### src/rtl/irq_pkg.sv
// Shared types and helpers for the external-interrupt gateway.
package irq_pkg;

  // Largest source count the claim ID encoding is sized for.
  localparam int MAX_SRC = 31;

  // Request/claim handshake states.
  typedef enum logic [1:0] {
    IDLE    = 2'd0,
    REQ     = 2'd1,
    SERVICE = 2'd2
  } state_t;

  // Claim IDs are 1-based so that 0 can mean "nothing claimed".
  function automatic int id_of(input int index);
    return index + 1;
  endfunction

endpackage

### src/rtl/irq_prio_arb.sv
// Combinational winner selection among eligible interrupt sources.
// Fixed mode scans upward from index 0; rotating mode scans upward from the
// index just after the last claimed source, wrapping modulo NUM_SRC.
module irq_prio_arb
  import irq_pkg::*;
#(
  parameter int NUM_SRC     = 8,
  parameter int ROUND_ROBIN = 0,
  parameter int IDX_W       = 3
) (
  input  logic [NUM_SRC-1:0] i_eligible,
  input  logic [IDX_W-1:0]   i_last_claim,
  output logic [IDX_W-1:0]   o_winner,
  output logic               o_valid
);

  int               w_start;
  logic [IDX_W-1:0] w_idx;

  // Scan from the far end back toward the start so the first eligible index
  // after the starting point is the last one written, hence the winner.
  always_comb begin
    w_start  = 0;
    w_idx    = '0;
    o_winner = '0;
    if (ROUND_ROBIN != 0) begin
      w_start = (int'(i_last_claim) + 1) % NUM_SRC;
    end
    for (int off = NUM_SRC - 1; off >= 0; off--) begin
      w_idx = IDX_W'((w_start + off) % NUM_SRC);
      if (i_eligible[w_idx]) begin
        o_winner = w_idx;
      end
    end
  end

  assign o_valid = |i_eligible;

endmodule

### src/rtl/irq_gateway.sv
// Multi-source external-interrupt gateway: per-source edge/level capture,
// priority arbitration, meip request and claim/complete handshake.
module irq_gateway
  import irq_pkg::*;
#(
  parameter  int NUM_SRC     = 8,
  parameter  int ROUND_ROBIN = 0,
  localparam int ID_W        = $clog2(NUM_SRC + 1)
) (
  input  logic               clk_i,
  input  logic               reset_i,
  input  logic [NUM_SRC-1:0] src_i,
  input  logic [NUM_SRC-1:0] mode_i,
  input  logic [NUM_SRC-1:0] enable_i,
  output logic               meip_o,
  input  logic               irq_ack_i,
  output logic [ID_W-1:0]    claim_id_o,
  input  logic               complete_i,
  output logic [NUM_SRC-1:0] pending_o
);

  localparam int               IDX_W      = (NUM_SRC > 1) ? $clog2(NUM_SRC) : 1;
  localparam logic [IDX_W-1:0] LAST_RESET = IDX_W'(NUM_SRC - 1);

  state_t             r_state;
  logic               r_meip;
  logic [ID_W-1:0]    r_claim_id;
  logic [NUM_SRC-1:0] r_in_service;
  logic [NUM_SRC-1:0] r_pending;
  logic [NUM_SRC-1:0] r_src_q;
  logic [IDX_W-1:0]   r_last_claim;

  logic [NUM_SRC-1:0] w_eligible;
  logic [NUM_SRC-1:0] w_pending_next;
  logic [NUM_SRC-1:0] w_clear;
  logic [IDX_W-1:0]   w_winner;
  logic               w_valid;
  logic               w_claim;

  // A source in service never competes again until it is completed.
  assign w_eligible = r_pending & enable_i & ~r_in_service;

  irq_prio_arb #(
    .NUM_SRC    (NUM_SRC),
    .ROUND_ROBIN(ROUND_ROBIN),
    .IDX_W      (IDX_W)
  ) u_arb (
    .i_eligible  (w_eligible),
    .i_last_claim(r_last_claim),
    .o_winner    (w_winner),
    .o_valid     (w_valid)
  );

  // The claim takes whatever winner the arbiter shows in the ack cycle.
  assign w_claim = (r_state == REQ) && irq_ack_i && w_valid;

  // Per-source gateway: edge sources latch until claimed (a fresh edge in the
  // claim cycle wins over the clear); level sources track the line but are
  // held low while that same source is being serviced.
  generate
    for (genvar gi = 0; gi < NUM_SRC; gi++) begin : g_src
      assign w_clear[gi] = w_claim && (w_winner == IDX_W'(gi));
      assign w_pending_next[gi] = mode_i[gi]
          ? ((r_pending[gi] & ~w_clear[gi]) | (src_i[gi] & ~r_src_q[gi]))
          : (src_i[gi] & ~r_in_service[gi]);
    end
  endgenerate

  // Source history and pending capture.
  always_ff @(posedge clk_i or negedge reset_i) begin
    if (!reset_i) begin
      r_src_q   <= '0;
      r_pending <= '0;
    end else begin
      r_src_q   <= src_i;
      r_pending <= w_pending_next;
    end
  end

  // Request/claim/complete handshake with registered meip and claim ID.
  always_ff @(posedge clk_i or negedge reset_i) begin
    if (!reset_i) begin
      r_state      <= IDLE;
      r_meip       <= 1'b0;
      r_claim_id   <= '0;
      r_in_service <= '0;
      r_last_claim <= LAST_RESET;
    end else begin
      case (r_state)
        IDLE: begin
          if (|w_eligible) begin
            r_state <= REQ;
            r_meip  <= 1'b1;
          end
        end
        REQ: begin
          if (w_claim) begin
            r_state      <= SERVICE;
            r_meip       <= 1'b0;
            r_claim_id   <= ID_W'(id_of(int'(w_winner)));
            r_in_service <= NUM_SRC'(1) << w_winner;
            r_last_claim <= w_winner;
          end else if (!w_valid) begin
            r_state <= IDLE;
            r_meip  <= 1'b0;
          end
        end
        SERVICE: begin
          if (complete_i) begin
            r_state      <= IDLE;
            r_claim_id   <= '0;
            r_in_service <= '0;
          end
        end
        default: begin
          r_state <= IDLE;
          r_meip  <= 1'b0;
        end
      endcase
    end
  end

  assign meip_o     = r_meip;
  assign claim_id_o = r_claim_id;
  assign pending_o  = r_pending;

endmodule

### config.mk
export PLATFORM = sky130hd
export DESIGN_NAME = irq_gateway
export DESIGN_NICKNAME = d
export VERILOG_FILES = /design/src/rtl/irq_pkg.sv /design/src/rtl/irq_prio_arb.sv /design/src/rtl/irq_gateway.sv
export SDC_FILE = /design/constraint.sdc
export NUM_CORES = 1
export LEC_CHECK = 0
export CAP_MARGIN = 20
export CORE_ASPECT_RATIO = 0.75
export CORE_MARGIN = 2
export CORE_UTILIZATION = 43
export DETAILED_ROUTE_END_ITERATION = 10
export HOLD_SLACK_MARGIN = 0.02
export PLACE_DENSITY = 0.75
export SETUP_SLACK_MARGIN = 0.4
export SYNTH_ARGS = -nofsm -noshare
export SYNTH_HDL_FRONTEND = slang
export SYNTH_HIERARCHICAL = 1
export SYNTH_SLANG_ARGS = --single-unit
### constraint.sdc
create_clock -name clk_i -period 2.1 [get_ports clk_i]
set_clock_uncertainty 0.1 [all_clocks]
set_input_delay 0.42 -clock clk_i [delete_from_list [all_inputs] [get_ports clk_i]]
set_output_delay 0.42 -clock clk_i [all_outputs]
set_load 0.02 [all_outputs]
==> results.md <==
- Sw Share: between 30 and 40%
- Period utilization: between 90% and 100%
- Max Fclk: around 0.5 GHz
- Clk pin slew, worst setup/hold paths: approximately 0.07 ns
- I/O pin count: 41
- GRT overflow: 0
- Pin count of the biggest net entering global routing: 32
- First-pass GRT wire length: just under 7 mm
- Worst-path cell chain: nand2_4, nor2_4, nor4_4, nand3_2, and4b_4, a31oi_4, buf_6, nand2_1, nand2_1
- GPL Wtd Cong: a little under 0.9
- Vias in the first global route: about 1400
- Clk pwr share: 17.7%
- Max incr delay on CP: ~0.43 ns
- Clock sinks: 31
- Worst Tran Pin Value: between 0.4 and 0.5 ns
- Most used cell, CP: nand2_1
- # DRC: 0
- Setup_tns: 0 ns
- Skew-Pair Late Insertion Delay: about 0.28 ns
- Pwr/cell area: between 1000 and 1500 mW/mm^2
- TritonCTS Buffers: 5
- Unrepaired setup endpoints after global routing: true
- Antenna cells: 0
- Post-Syn Nets: between 150 and 200
- Reg power frac: 32.6%
- Vias: 1338
- Vias per inst: about 5.3
- Final #Nets: 244
- Min Tclk post-route: about 2 ns
- Drt first pass iters: 4
- Worst vdd ir: between 0.6 and 0.7 mV
- CTS tree: yes
- Final Setup Violations: 0
- Avg Cell Area, Syn: roughly 11 sq um
- Hold Fails Final Rpt: 0
- Clock root cell: clkbuf_8
- Num rows: 18
- Int Power: roughly 1.7 mW
- Slew Viols, Final: 0
- GRT Util Overall: 23.7%
- Die Width: about 70 microns
- Routed WL per cell: between 15 and 20 microns
- Worst EP required: 2.22 ns
- Core Box Area: approximately 0.0033 sq mm
- Max FO, Critical Path: 5
- Initial antenna violation count: 0
- CTS H-tree depth: 2
- Ratio of cells with drive above 1 in the final layout: 46.0%
- Hold Crit Class: reg -> reg
- CP endpoint kind: register
- Final wirelength: about 4.4 mm
- Rel. slew slack: roughly 73%
- Sequential Area: ~800 sq um
- Yosys warns: 6
- Post-layout util: around 77%
- Port buffer count: 40
- Post-route ant nets: 0
- LEAKAGE: ~1.1 nW
- Combinational share of power: 49.6%
- Psw: between 1 and 1.5 mW
- Status: finished, final reports clean
- Fill count: 191
- Max Cap Viol: 0
- Gate Count Post-Synth: about 140
- Area Overhead vs Synth: 72.0%
- Initial Util: approximately 45%
- Area of the multi-input gates: about 940 sq um
- Initial drt markers: between 100 and 150
- CTS max path bufs: 2
- Slowest-stage cell, CP: dfrtp_2
- Synthesized area: about 0.0015 sq mm
- Worst setup SP type: register
- HPWL Detailed: 2.88 mm
- Die H: between 50 and 60 microns
- WS Path Type: reg -> reg
- Critical Path AT: roughly 2.1 ns
- Die ar.: around 0.0039 sq mm
## through the flow
step	power, mW	hold slack (ns)	setup WS [ns]	cell area [sq um]	instances
after detailed placement	1.97	0.371	-0.443	2070	230
final	2.86	0.386	0.102	2500	251
after global routing	3.01	0.417	0.0359	2500	251
after floorplan	1.50	0.0244	0.140	1530	137
after global placement	1.92	0.363	-0.343	2070	230
after CTS	2.76	0.395	0.115	2430	249
## sequential cells by signal, summed over array words and instances, names as in the netlist
signal	count
meip_o	1
claim_id_o	4
r_src_q	8
r_state	2
pending_o	8
r_in_service	8
## layout make-up
| cell class | count | share of cell area, % |
|---|---|---|
| inverters | 6 | 0.900 |
| flip-flops and latches | 31 | 31.3 |
| well taps | 40 | 2.00 |
| repair buffers | 67 | 24.3 |
| multi-input cells | 99 | 37.5 |
| clock buffers | 8 | 4.00 |
## path summary, 6_finish.rpt
path                                           start                     endpoint  slack, ns  cells after the start
setup / recovery              pending_o[6]$_DFF_PN0_  r_in_service[3]$_DFFE_PN0P_       0.10                      9
hold / removal             claim_id_o[3]$_DFFE_PN0P_    claim_id_o[3]$_DFFE_PN0P_       0.39                      2
setup reg to reg              pending_o[6]$_DFF_PN0_  r_in_service[3]$_DFFE_PN0P_       0.10                      9
hold reg to reg            claim_id_o[3]$_DFFE_PN0P_    claim_id_o[3]$_DFFE_PN0P_       0.39                      2
max in group asynchronous                    reset_i       pending_o[2]$_DFF_PN0_       1.14                      2
min in group asynchronous                    reset_i  r_in_service[6]$_DFFE_PN0P_       0.44                      2
## placed cells by master, fill, tap and decap left out, types with 2 or more instances in the layout
master           count
mux2i_1              8
dlygate4sd2_1       20
nand2_1             15
o22ai_1              4
o21ai_2              2
buf_6                8
o21ai_1              3
ha_4                 5
inv_2                4
inv_1                2
dfrtp_1             25
a32o_1               8
dfrtp_2              6
nand2_4              4
nor2_4              12
buf_4               19
clkdlybuf4s50_1     19
clkbuf_8             7
nand2_2             18
## power by group through the flow
stage | Sequential (mW) | Combinational (mW) | Clock [mW]
final | 0.932 | 1.42 | 0.506
after global placement | 0.900 | 1.02 | 0
after detailed placement | 0.913 | 1.06 | 0
after floorplan | 0.975 | 0.527 | 0
after global routing | 0.952 | 1.51 | 0.549
after CTS | 0.916 | 1.32 | 0.515
## worst max-delay path: cells and delay by family, from the launching register on
| kind | cells | cell delay, ns |
|---|---|---|
| AO/OA/AOI/OAI | 1 | 0.22 |
| buffers and inverters | 1 | 0.16 |
| AND/OR/NAND/NOR | 7 | 1.04 |
| flip-flops | 1 | 0.43 |
## metal layers
metal / GRT usage (%) / share of wire, % / vias up
met3: 5.89 / 5.3 / 6
met4: 10.4 / 1.0 / 0
met1: 27.1 / 42 / 648
met5: 0 / 0 / -
met2: 43.2 / 52 / 47
li1: - / - / 637
## timing repair
item | in CTS | in global routing
pin swaps | 41 | 13
hold buffers | 0 | 0
gates resized for setup | 81 | 12
endpoints found under the setup margin | 36 | 23
buffers inserted | 11 | 2
endpoints found under the hold margin | 0 | 0
Power figures use the tool's default switching activity.
